[src/rtl/mem_arb_pkg.sv]
// Shared definitions for the memory-port arbiter.
//   arb_state_e : two-state transaction FSM encoding (ARB_IDLE, ARB_BUSY)
//   LEN_*       : transfer-length codes, identical to the memory-controller encoding
package mem_arb_pkg;

  typedef enum logic [0:0] {
    ARB_IDLE = 1'b0,
    ARB_BUSY = 1'b1
  } arb_state_e;

  localparam int unsigned LEN_BYTE = 1;
  localparam int unsigned LEN_HALF = 2;
  localparam int unsigned LEN_WORD = 4;

endpackage

[src/rtl/arb_picker.sv]
// Combinational winner select for the memory-port arbiter.
// Build option ARB_ROUND_ROBIN_EN: when defined, the search starts at rr_ptr and
// wraps mod NUM_CH; otherwise fixed priority with index 0 highest.
// Ports:
//   req_valid  in   per-channel request level
//   rr_ptr     in   round-robin search start (only with ARB_ROUND_ROBIN_EN)
//   grant_oh   out  one-hot winner (all zero when nothing is valid)
//   grant_idx  out  binary winner index
//   grant_any  out  at least one channel is requesting
module arb_picker #(
  parameter int unsigned NUM_CH = 2,
  parameter int unsigned CH_W   = $clog2(NUM_CH)
) (
  input  logic [NUM_CH-1:0] req_valid,
`ifdef ARB_ROUND_ROBIN_EN
  input  logic [CH_W-1:0]   rr_ptr,
`endif
  output logic [NUM_CH-1:0] grant_oh,
  output logic [CH_W-1:0]   grant_idx,
  output logic              grant_any
);

`ifdef ARB_ROUND_ROBIN_EN
  logic [CH_W-1:0] cand;

  always_comb begin
    grant_oh  = '0;
    grant_idx = '0;
    grant_any = 1'b0;
    cand      = '0;
    for (int unsigned k = 0; k < NUM_CH; k++) begin
      cand = CH_W'((32'(rr_ptr) + k) % NUM_CH);
      if (!grant_any && req_valid[cand]) begin
        grant_any       = 1'b1;
        grant_oh[cand]  = 1'b1;
        grant_idx       = cand;
      end
    end
  end
`else
  always_comb begin
    grant_oh  = '0;
    grant_idx = '0;
    grant_any = 1'b0;
    for (int i = 0; i < NUM_CH; i++) begin
      if (!grant_any && req_valid[i]) begin
        grant_any   = 1'b1;
        grant_oh[i] = 1'b1;
        grant_idx   = CH_W'(i);
      end
    end
  end
`endif

endmodule

[src/rtl/mem_port_arbiter.sv]
// N-channel arbiter in front of the single byte-serial memory controller.
// Latches one request per transaction into the mc_* command registers, returns
// completion/read data to the owning channel, and handles pipeline flush: an
// in-flight read is aborted, an in-flight write always completes.
// Build option ARB_ROUND_ROBIN_EN: round-robin arbitration with an rr_ptr
// register; when undefined, fixed priority (index 0 highest), no rr_ptr.
// Ports:
//   clk_in, rst_in          clock, asynchronous active-high reset
//   rdy_in                  global ready; all state frozen while low
//   flush                   pipeline clear
//   req_valid/wr/len/addr/wdata  per-channel request, packed by channel
//   resp_done, resp_data    one-hot completion pulse and shared read data
//   busy                    transaction outstanding
//   mc_req/wr/len/addr/wdata latched command to the memory controller
//   mc_abort                one-cycle abort of an in-flight read
//   mc_ready, mc_rdata      memory-controller completion and read result
module mem_port_arbiter
  import mem_arb_pkg::*;
#(
  parameter int unsigned NUM_CH = 2,
  parameter int unsigned ADDR_W = 32,
  parameter int unsigned DATA_W = 32,
  parameter int unsigned LEN_W  = 3,
  parameter int unsigned CH_W   = $clog2(NUM_CH)
) (
  input  logic                     clk_in,
  input  logic                     rst_in,
  input  logic                     rdy_in,
  input  logic                     flush,
  input  logic [NUM_CH-1:0]        req_valid,
  input  logic [NUM_CH-1:0]        req_wr,
  input  logic [NUM_CH*LEN_W-1:0]  req_len,
  input  logic [NUM_CH*ADDR_W-1:0] req_addr,
  input  logic [NUM_CH*DATA_W-1:0] req_wdata,
  output logic [NUM_CH-1:0]        resp_done,
  output logic [DATA_W-1:0]        resp_data,
  output logic                     busy,
  output logic                     mc_req,
  output logic                     mc_wr,
  output logic [LEN_W-1:0]         mc_len,
  output logic [ADDR_W-1:0]        mc_addr,
  output logic [DATA_W-1:0]        mc_wdata,
  output logic                     mc_abort,
  input  logic                     mc_ready,
  input  logic [DATA_W-1:0]        mc_rdata
);

  arb_state_e state_q, state_d;

  logic              mc_req_q,   mc_req_d;
  logic              mc_wr_q,    mc_wr_d;
  logic [LEN_W-1:0]  mc_len_q,   mc_len_d;
  logic [ADDR_W-1:0] mc_addr_q,  mc_addr_d;
  logic [DATA_W-1:0] mc_wdata_q, mc_wdata_d;
  logic [CH_W-1:0]   owner_q,    owner_d;

  logic [NUM_CH-1:0] grant_oh;
  logic [CH_W-1:0]   grant_idx;
  logic              grant_any;

  logic              st_busy;
  logic              grant;
  logic              abort;
  logic              complete;

  logic              sel_wr;
  logic [LEN_W-1:0]  sel_len;
  logic [ADDR_W-1:0] sel_addr;
  logic [DATA_W-1:0] sel_wdata;

`ifdef ARB_ROUND_ROBIN_EN
  logic [CH_W-1:0]   rr_ptr_q, rr_ptr_d;
`endif

  arb_picker #(
    .NUM_CH (NUM_CH),
    .CH_W   (CH_W)
  ) u_picker (
    .req_valid (req_valid),
`ifdef ARB_ROUND_ROBIN_EN
    .rr_ptr    (rr_ptr_q),
`endif
    .grant_oh  (grant_oh),
    .grant_idx (grant_idx),
    .grant_any (grant_any)
  );

  // One-hot request mux for the winning channel's fields.
  always_comb begin
    sel_wr    = 1'b0;
    sel_len   = '0;
    sel_addr  = '0;
    sel_wdata = '0;
    for (int i = 0; i < NUM_CH; i++) begin
      if (grant_oh[i]) begin
        sel_wr    = req_wr[i];
        sel_len   = req_len[i*LEN_W +: LEN_W];
        sel_addr  = req_addr[i*ADDR_W +: ADDR_W];
        sel_wdata = req_wdata[i*DATA_W +: DATA_W];
      end
    end
  end

  // FSM: state register
  always_ff @(posedge clk_in or posedge rst_in) begin
    if (rst_in) state_q <= ARB_IDLE;
    else        state_q <= state_d;
  end

  // FSM: next state
  always_comb begin
    state_d = state_q;
    case (state_q)
      ARB_IDLE: if (grant)             state_d = ARB_BUSY;
      ARB_BUSY: if (complete || abort) state_d = ARB_IDLE;
      default:                         state_d = ARB_IDLE;
    endcase
  end

  // FSM: outputs and transaction strobes. Everything is gated by rdy_in so a
  // low rdy_in freezes the block. A flush only aborts reads; writes run on.
  always_comb begin
    st_busy   = (state_q == ARB_BUSY);
    grant     = rdy_in && !flush && !st_busy && grant_any;
    abort     = rdy_in && st_busy && flush && !mc_wr_q;
    complete  = rdy_in && st_busy && mc_ready && !abort;
    busy      = st_busy;
    mc_abort  = abort;
    resp_done = complete ? ({{(NUM_CH-1){1'b0}}, 1'b1} << owner_q) : '0;
  end

  assign resp_data = mc_rdata;

  // Command/owner registers
  always_comb begin
    mc_req_d   = mc_req_q;
    mc_wr_d    = mc_wr_q;
    mc_len_d   = mc_len_q;
    mc_addr_d  = mc_addr_q;
    mc_wdata_d = mc_wdata_q;
    owner_d    = owner_q;
    if (grant) begin
      mc_req_d   = 1'b1;
      mc_wr_d    = sel_wr;
      mc_len_d   = sel_len;
      mc_addr_d  = sel_addr;
      mc_wdata_d = sel_wdata;
      owner_d    = grant_idx;
    end else if (complete || abort) begin
      mc_req_d   = 1'b0;
    end
  end

  always_ff @(posedge clk_in or posedge rst_in) begin
    if (rst_in) begin
      mc_req_q   <= 1'b0;
      mc_wr_q    <= 1'b0;
      mc_len_q   <= '0;
      mc_addr_q  <= '0;
      mc_wdata_q <= '0;
      owner_q    <= '0;
    end else begin
      mc_req_q   <= mc_req_d;
      mc_wr_q    <= mc_wr_d;
      mc_len_q   <= mc_len_d;
      mc_addr_q  <= mc_addr_d;
      mc_wdata_q <= mc_wdata_d;
      owner_q    <= owner_d;
    end
  end

`ifdef ARB_ROUND_ROBIN_EN
  // Pointer advances past the winner on every grant; flush does not touch it.
  always_comb begin
    rr_ptr_d = rr_ptr_q;
    if (grant) begin
      rr_ptr_d = (grant_idx == CH_W'(NUM_CH - 1)) ? '0 : grant_idx + CH_W'(1);
    end
  end

  always_ff @(posedge clk_in or posedge rst_in) begin
    if (rst_in) rr_ptr_q <= '0;
    else        rr_ptr_q <= rr_ptr_d;
  end
`endif

  assign mc_req   = mc_req_q;
  assign mc_wr    = mc_wr_q;
  assign mc_len   = mc_len_q;
  assign mc_addr  = mc_addr_q;
  assign mc_wdata = mc_wdata_q;

endmodule
[config.mk]
export PLATFORM = sky130hd
export DESIGN_NAME = mem_port_arbiter
export DESIGN_NICKNAME = d
export VERILOG_FILES = /design/src/rtl/mem_arb_pkg.sv /design/src/rtl/arb_picker.sv /design/src/rtl/mem_port_arbiter.sv
export SDC_FILE = /design/constraint.sdc
export NUM_CORES = 1
export LEC_CHECK = 0
export ABC_AREA = 1
export ABC_CLOCK_PERIOD_IN_PS = 2900
export CORE_MARGIN = 1.5
export CORE_UTILIZATION = 35
export CTS_CLUSTER_DIAMETER = 40
export DETAILED_ROUTE_END_ITERATION = 6
export PLACE_DENSITY_LB_ADDON = 0.1
export SYNTH_ARGS = -nofsm -noshare
export SYNTH_HDL_FRONTEND = slang
export SYNTH_SLANG_ARGS = --single-unit
export TNS_END_PERCENT = 100
[constraint.sdc]
create_clock -name clk_in -period 2.9 [get_ports clk_in]
set_input_delay 0.435 -clock clk_in [delete_from_list [all_inputs] [get_ports clk_in]]
set_output_delay 0.435 -clock clk_in [all_outputs]
set_load 0.005 [all_outputs]
# Yosys cells after proc, flatten, opt, wreduce, memory -nomap -nowiden
# Cells that the tools add are included.
dict set report totals {
  ff_bits 71
  out_inout_bits 105
}
dict set report op_classes {
  n_bitwise 1
  n_mux 17
  n_shift 1
  n_reduce_logical 16
}
# operator count
set ops {}
lappend ops {{32-bit two-way mux} 4}
lappend ops {{1-bit logical AND} 9}
lappend ops {{1-bit two-way mux} 9}
lappend ops {{3-bit two-way mux} 2}
lappend ops {{1-bit zero test} 5}
lappend ops {{2-bit two-way mux} 1}
lappend ops {{1-bit case mux with 2 select lines} 1}
lappend ops {{2-bit nonzero test} 1}
lappend ops {{1-bit by 1-bit left shift with 2-bit output (first input constant)} 1}
lappend ops {{1-bit logical OR} 1}
lappend ops {{1-bit NOT} 1}

# Logic depth before layout (Yosys ltp)
# Gate-level depths: netlist of the first run.
dict set report logic_depth {
  word_depth 8
  ltp_mapped 8
}

# By module
# A second synthesis of the first run with hierarchy kept.
dict set report hier_totals {
  cells_unflattened 579
  area_unflattened_um2 3966.3
}
# module area_per_inst_um2 cells_each n_inst
set modules_own_cells {}
lappend modules_own_cells {mem_port_arbiter 3936.3 573 1}
lappend modules_own_cells {arb_picker 30.0 6 1}

# Worst setup path after synthesis of the first run
# No wires, ideal clock.
dict set report synth_timing {
  path_type {input -> register}
  start {in req_valid[0]}
  end {reg mc_len_q[1] (netlist: mc_len[1])}
  arrival_time_ns 1.171
  required_ns 2.784
  cell_stages 7
  slack_ns 1.613
  cell_sequence {buf_2 -> nor2_2 -> nor2_4 -> buf_4 -> buf_4 -> nand2_1 -> nand2_1}
}
dict set report synth_via {
  elab_chain_cells 5
}
# element line_no
set synth_rtl {}
lappend synth_rtl {{start, declared} mem_port_arbiter.sv:30} ;# input logic [NUM_CH-1:0] req_valid,
lappend synth_rtl {{1-bit two-way mux *} arb_picker.sv:46} ;# if (!grant_any && req_valid[i]) begin
lappend synth_rtl {{1-bit zero test} arb_picker.sv:46}
lappend synth_rtl {{1-bit logical AND} arb_picker.sv:46}
lappend synth_rtl {{1-bit two-way mux} arb_picker.sv:46}
lappend synth_rtl {{3-bit two-way mux / 1-bit logical AND (equally long branches)} {mem_port_arbiter.sv:95, mem_port_arbiter.sv:124}}
lappend synth_rtl {{end signal, assigned} mem_port_arbiter.sv:165} ;# mc_len_q <= mc_len_d;
lappend synth_rtl {{end, declared} mem_port_arbiter.sv:52} ;# logic [LEN_W-1:0] mc_len_q, mc_len_d;
# Every way passes the cells marked *; elsewhere a longest branch is shown, timed or not.
# A chain may end at the register's enable or synchronous reset.

# Worst setup path after layout of the first run
dict set report layout_timing {
  start {in rdy_in}
  end {out resp_done[0]}
}
dict set report layout_via {
  elab_chain_cells 6
}
# element line_no
set layout_rtl {}
lappend layout_rtl {{start, declared} mem_port_arbiter.sv:28} ;# input logic rdy_in,
lappend layout_rtl {{1-bit logical AND *} {mem_port_arbiter.sv:125, mem_port_arbiter.sv:126}}
lappend layout_rtl {{1-bit logical AND (2 in a row)} mem_port_arbiter.sv:125} ;# abort = rdy_in && st_busy && flush && !mc_wr_q;
lappend layout_rtl {{1-bit zero test} mem_port_arbiter.sv:126} ;# complete = rdy_in && st_busy && mc_ready && !abort;
lappend layout_rtl {{1-bit logical AND *} mem_port_arbiter.sv:126}
lappend layout_rtl {{2-bit two-way mux *} mem_port_arbiter.sv:129} ;# resp_done = complete ? ({{(NUM_CH-1){1'b0}}, 1'b1} << owner_q) : '0;
lappend layout_rtl {{end, declared} mem_port_arbiter.sv:35} ;# output logic [NUM_CH-1:0] resp_done,
# Marked as above.

==> impl_metrics.tcl, run 1 <==
set metrics [dict create \
    p_per_area_nw_per_um2 761 \
    ys.flop_type "dfrtp_1" \
    io_buffers 215 \
    clockBufferDepth 2 \
    synthTopCellsByArea "dfrtp_1 45%, nand2_1 33%, nand3_1 9.0%" \
    report.final.slew_viol_count 0 \
    cp.buffers_inverters 2 \
    clk_pin_slew_ns 0.06 \
    outcome "finished clean" \
    syn_inst 576 \
    slew_headroom_pct 53.5 \
    n_antenna_cell 0 \
    die_h_um 109 \
    hpwl_mm 8.76 \
    cts.sinks 71 \
    ys_types 14 \
    synth_warnings 0 \
    p_total_mw 4.78 \
    post-route-min-period_ns 2.19 \
    critPathCaptureType "output pin" \
    cpPeakStageDelay_ns 0.57 \
    cpMaxStageDelayCell "clkdlybuf4s50_1" \
    drv_cap 0 \
    tightestPinTransition_ns 0.697 \
    syn2layout_area_growth_pct 58.4 \
    hold_path_class "in -> async" \
    track_usage_pct 20.1 \
    fin_area_um2 6280 \
    leakagePower_nw 3.18 \
    synth_area_leader_cell "dfrtp_1" \
    wirelength_mm 12.0 \
    synth_seq_cells 71 \
    cp_cell_sequence "clkdlybuf4s50_1, nand4_1, nor2_1, clkdlybuf4s50_1" \
    detail_route.wl_per_cell_um 13.4 \
    cts_tree "yes" \
    synth_commonest_cells "346 x nand2_1, 71 x dfrtp_1, 71 x nand3_1" \
    grt_pass1_vias 4056 \
    post_cts_buffers 0 \
    syn_area_per_cell_um2 6.89 \
    cts_buffers 9 \
    drive_above_1_share_pct 5.20 \
    dieArea_um2 12000 \
    timing.setup.tns_ns 0 \
    viasPerCell 4.65 \
    grt_remaining_overflow 0 \
    crit_fanout 5 \
    place_inst 874 \
    grt_max_degree 70 \
    core.rowCount 38 \
    start_util_pct 36.3 \
    ir_drop_mv 0.352 \
    clk-insertion-delay-late_ns 0.32 \
    drtPass1Iterations 4 \
    synth-edff-count 0 \
    clockRootBuffer "clkbuf_16" \
    critPathKind "in -> out" \
    synth_most_common_cell "nand2_1" \
    async_reset_ff_share_pct 100 \
    required_ns 2.47 \
    fin_crit_sh_pct 75.7 \
    synth_nets 751 \
    path_delay_family "buffers and inverters" \
    routabilityCongestion 0.796 \
    hold_buffers 0 \
    fin_cells 890 \
    fmax_mhz 456 \
    antenna_found_initial 0 \
    htree_levels 3 \
    drc_errors 0 \
    yosysSeqAreaShare_pct 44.8 \
    hold_viol 0 \
    fp.dieW_um 109 \
    drtIter0Drc 205 \
    yosysTopAreaCellShare_pct 44.8 \
    place_area_um2 5950 \
    worstPathArrival_ns 1.76 \
    fp.coreArea_um2 10900 \
    cp_common_cell "clkdlybuf4s50_1" \
    fin_worst_skew_ns 0.00655 \
    cts_resized 0 \
    syn_area_um2 3970 \
    io_pins 280 \
    layout.nets 920 \
    antenna_left 0 \
    grt_pass1_wl_mm 18.8 \
    critPathLaunchType "input port" \
    via_count 4142 \
    finalSetupViolCount 0 \
    rsz0062_at_grt "false" \
]
-- power by group --
part	switching, mW	leakage (nW)	total (mW)	internal, mW
clock	0.401	0.158	1.20	0.798
combinational	0.726	2.11	1.88	1.16
sequential	0.259	0.911	1.70	1.44
total	1.39	3.18	4.78	3.40
-- path summary, 6_finish.rpt --
kind / from / end / slack [ns] / depth (start not counted)
max: rdy_in / resp_done[0] / 0.71 / 4
min: rst_in / mc_wdata[18]$_DFFE_PP0P_ / 0.36 / 2
max reg2reg: busy$_DFF_PP0_ / mc_wdata[12]$_DFFE_PP0P_ / 1.53 / 6
min reg2reg: mc_wdata[30]$_DFFE_PP0P_ / mc_wdata[30]$_DFFE_PP0P_ / 0.48 / 2
max in group asynchronous: rst_in / mc_addr[31]$_DFFE_PP0P_ / 1.95 / 3
min in group clk_in: mc_wdata[30]$_DFFE_PP0P_ / mc_wdata[30]$_DFFE_PP0P_ / 0.48 / 2
-- per-stage QoR --
step           hold WS [ns]  util, %  worst slack [ns]
6_report              0.360     57.5             0.706
2_1_floorplan         0.464        -             0.668
5_1_grt               0.370     57.5             0.641
3_5_place_dp          0.464     54.4             0.705
3_3_place_gp          0.461     54.4             0.724
4_1_cts               0.358     57.5             0.701
-- worst reg2reg max path, stage by stage (launching register included) --
cell     delay [ns]
dfrtp_1        0.44
inv_2          0.11
nand3_2        0.10
nor2_4         0.10
buf_4          0.35
nand2_1        0.13
nand2_1        0.08
-- sequential cells by signal, indices dropped and copies added (netlist names) --
signal    count
mc_wdata     32
mc_wr         1
busy          1
mc_len        3
mc_req        1
owner_q       1
mc_addr      32
-- cells by family after synthesis --
logic type / count (synthesis) / share of synthesized area [%]
buffers and inverters: 78 / 11.9
DFF: 71 / 44.8
and+or+nand+nor: 427 / 43.4
-- cell type report --
type / count / area (um2)
Clock buffer: 11 / 253
Clock inverter: 5 / 80.1
Fill cell: 1017 / 4650
Inverter: 9 / 33.8
Multi-Input combinational cell: 427 / 1720
Sequential cell: 71 / 1780
Tap cell: 140 / 175
Timing Repair Buffer: 227 / 2240
-- layout by cell type, fill, tap and decap left out, types with 3 or more instances in the layout --
cell / count
nand2_1: 346
clkdlybuf4s50_1: 213
nand3_1: 71
dfrtp_1: 71
buf_4: 11
clkbuf_16: 9
inv_2: 5
inv_1: 4
nor2_1: 3
nand4_1: 3
-- metal layers --
metal	share of wire (%)	global-route usage, %	up-vias
met5	0	0	-
met4	1.6	7.70	0
met3	9.5	6.46	14
met2	48	35.5	172
met1	40	22.4	1877
li1	-	-	2079
(Power assumes the default switching activity.)
==> run 2: changes to the inputs <==
--- a/config.mk
+++ b/config.mk
@@ -6,9 +6,9 @@
 export NUM_CORES = 1
 export LEC_CHECK = 0
 export ABC_AREA = 1
-export ABC_CLOCK_PERIOD_IN_PS = 2900
+export ABC_CLOCK_PERIOD_IN_PS = 2000
 export CORE_MARGIN = 1.5
-export CORE_UTILIZATION = 35
+export CORE_UTILIZATION = 32
 export CTS_CLUSTER_DIAMETER = 40
 export DETAILED_ROUTE_END_ITERATION = 6
 export PLACE_DENSITY_LB_ADDON = 0.1
==> constraint.sdc (replaced) <==
create_clock -name clk_in -period 2 [get_ports clk_in]
set_input_delay 0.3 -clock clk_in [delete_from_list [all_inputs] [get_ports clk_in]]
set_output_delay 0.3 -clock clk_in [all_outputs]
set_load 0.005 [all_outputs]
==> run 2 against run 1 <==
Against the previous run:
- via count rose by 0.31%
- sequential cell count did not move
- die area rose by 9.1%
- sequential power rose by 45%
- core utilization fell by 5.4 points
- design area barely moved
- routed wire length rose by 4.2%
- power rose by 40%
- register-to-register slack got worse by 0.86 ns
- final cell count rose by 3.0%
==> impl_metrics.tcl, run 2 (synthesis results as in run 1) <==
set metrics [dict create \
    cts_tree "yes" \
    post-route-min-period_ns 1.87 \
    drc_errors 0 \
    finalSetupViolCount 0 \
    fp.dieW_um 114 \
    viasPerCell 4.53 \
    drtIter0Drc 187 \
    ir_drop_mv 0.438 \
    drive_above_1_share_pct 4.94 \
    grt_remaining_overflow 0 \
    report.final.slew_viol_count 0 \
    drtPass1Iterations 4 \
    critPathLaunchType "input port" \
    cts_resized 0 \
    p_total_mw 6.71 \
    final_common_cell "nand2_1" \
    reg2reg_slack_ns 0.67 \
    layout.nets 919 \
    holdPathStages 5 \
    critPathKind "in -> out" \
    reg2reg_from "busy$_DFF_PP0_" \
    grt_max_degree 72 \
    p_per_area_nw_per_um2 1070 \
    hold_path_class "in -> reg" \
    timing.setup.tns_ns 0 \
    antenna_found_initial 0 \
    final_cell_mix "346 x nand2_1, 213 x clkdlybuf4s50_1, 71 x nand3_1, 71 x dfrtp_1" \
    clockBufferDepth 2 \
    hold_viol 0 \
    dieArea_um2 13100 \
    nFillCells 1175 \
    routabilityCongestion 0.819 \
    syn2layout_area_growth_pct 58.3 \
    clk_pin_slew_ns 0.06 \
    via_count 4155 \
    min_to "mc_wdata[3]$_DFFE_PP0P_" \
    r2r_cells 6 \
    required_ns 1.70 \
    crit_fanout 4 \
    grt_pass1_wl_mm 20.0 \
    hp-start "req_valid[0]" \
    r2r_end "mc_addr[24]$_DFFE_PP0P_" \
    tightestPinTransition_ns 0.598 \
    antenna_left 0 \
    detail_route.wl_per_cell_um 13.6 \
    fp.coreArea_um2 12100 \
    rsz0062_at_grt "false" \
    cts.sinks 71 \
    hold_buffers 0 \
    slew_headroom_pct 60.2 \
    worstPathArrival_ns 1.57 \
    wirelength_mm 12.4 \
    fin_worst_skew_ns 0.00608 \
    hpwl_mm 9.06 \
    clockRootBuffer "clkbuf_16" \
    n_antenna_cell 0 \
    fmax_mhz 533 \
    core.rowCount 40 \
    clk-insertion-delay-late_ns 0.32 \
    die_h_um 114 \
    outcome "finished clean" \
    io_buffers 215 \
    fin_crit_sh_pct 93.7 \
    track_usage_pct 19.3 \
    io_pins 280 \
    start_util_pct 32.9 \
    drv_cap 0 \
    critPathCaptureType "output pin" \
    cts_buffers 9 \
    post_cts_buffers 0 \
    leakagePower_nw 3.15 \
    grt_pass1_vias 4110 \
    htree_levels 3 \
]
==> run 2: cell count changes in the layout (fill, tap and decap cells not counted), sizes merged <==
| cell | previous run | this run |
|---|---|---|
| bufinv | 2 | 0 |
| buf | 14 | 13 |
| clkbuf | 11 | 12 |
| clkinvlp | 2 | 3 |
==> run 2: layout make-up <==
cell class | count | area, um2 | share of cell area (%)
clock buffers | 12 | 256 | 4.08
clock inverters | 4 | 28.8 | 0.458
inverters | 9 | 37.5 | 0.598
multi-input cells | 427 | 1720 | 27.4
flip-flops and latches | 71 | 1780 | 28.3
well taps | 168 | 210 | 3.35
repair buffers | 226 | 2250 | 35.8
==> run 2: metal layers <==
layer / GRT usage, % / share of wire, %
met1: 23.2 / 42
met2: 32.4 / 47
met3: 5.82 / 8.8
met4: 7.92 / 2.1
met5: 0 / 0
==> run 2: critical path, cell delays in order <==
cell and delay (ns):
clkdlybuf4s50_1 0.54, nand4_1 0.16, inv_1 0.08, clkdlybuf4s50_1 0.49
==> run 2: power breakdown <==
part / switching (mW) / total, mW / internal, mW
Combinational: 1.07 / 2.76 / 1.69
Clock: 0.589 / 1.50 / 0.909
Sequential: 0.367 / 2.46 / 2.09
Total: 2.03 / 6.71 / 4.69
==> run 2: worst max path at each step <==
stage | from | endpoint | slack (ns) | depth (start not counted)
after global routing | flush | resp_done[0] | 0.0005 | 5
after global placement | flush | resp_done[1] | 0.16 | 5
after floorplan | req_valid[0] | mc_len[1]$_DFFE_PP0P_ | 0.85 | 7
after detailed placement | flush | mc_abort | 0.13 | 4
after CTS | flush | mc_abort | 0.13 | 4
final | flush | mc_abort | 0.13 | 4
==> run 2: stage by stage <==
step	hold slack [ns]	utilization (%)	setup WS [ns]	cell area, um2	cells
CTS	0.425	52.1	0.126	6280	917
global route	0.472	52.1	0.000469	6280	917
detailed placement	0.464	49.7	0.129	6000	901
floorplan	0.464	-	0.848	3970	576
finish	0.428	52.1	0.125	6280	917
global placement	0.461	49.7	0.162	6000	901
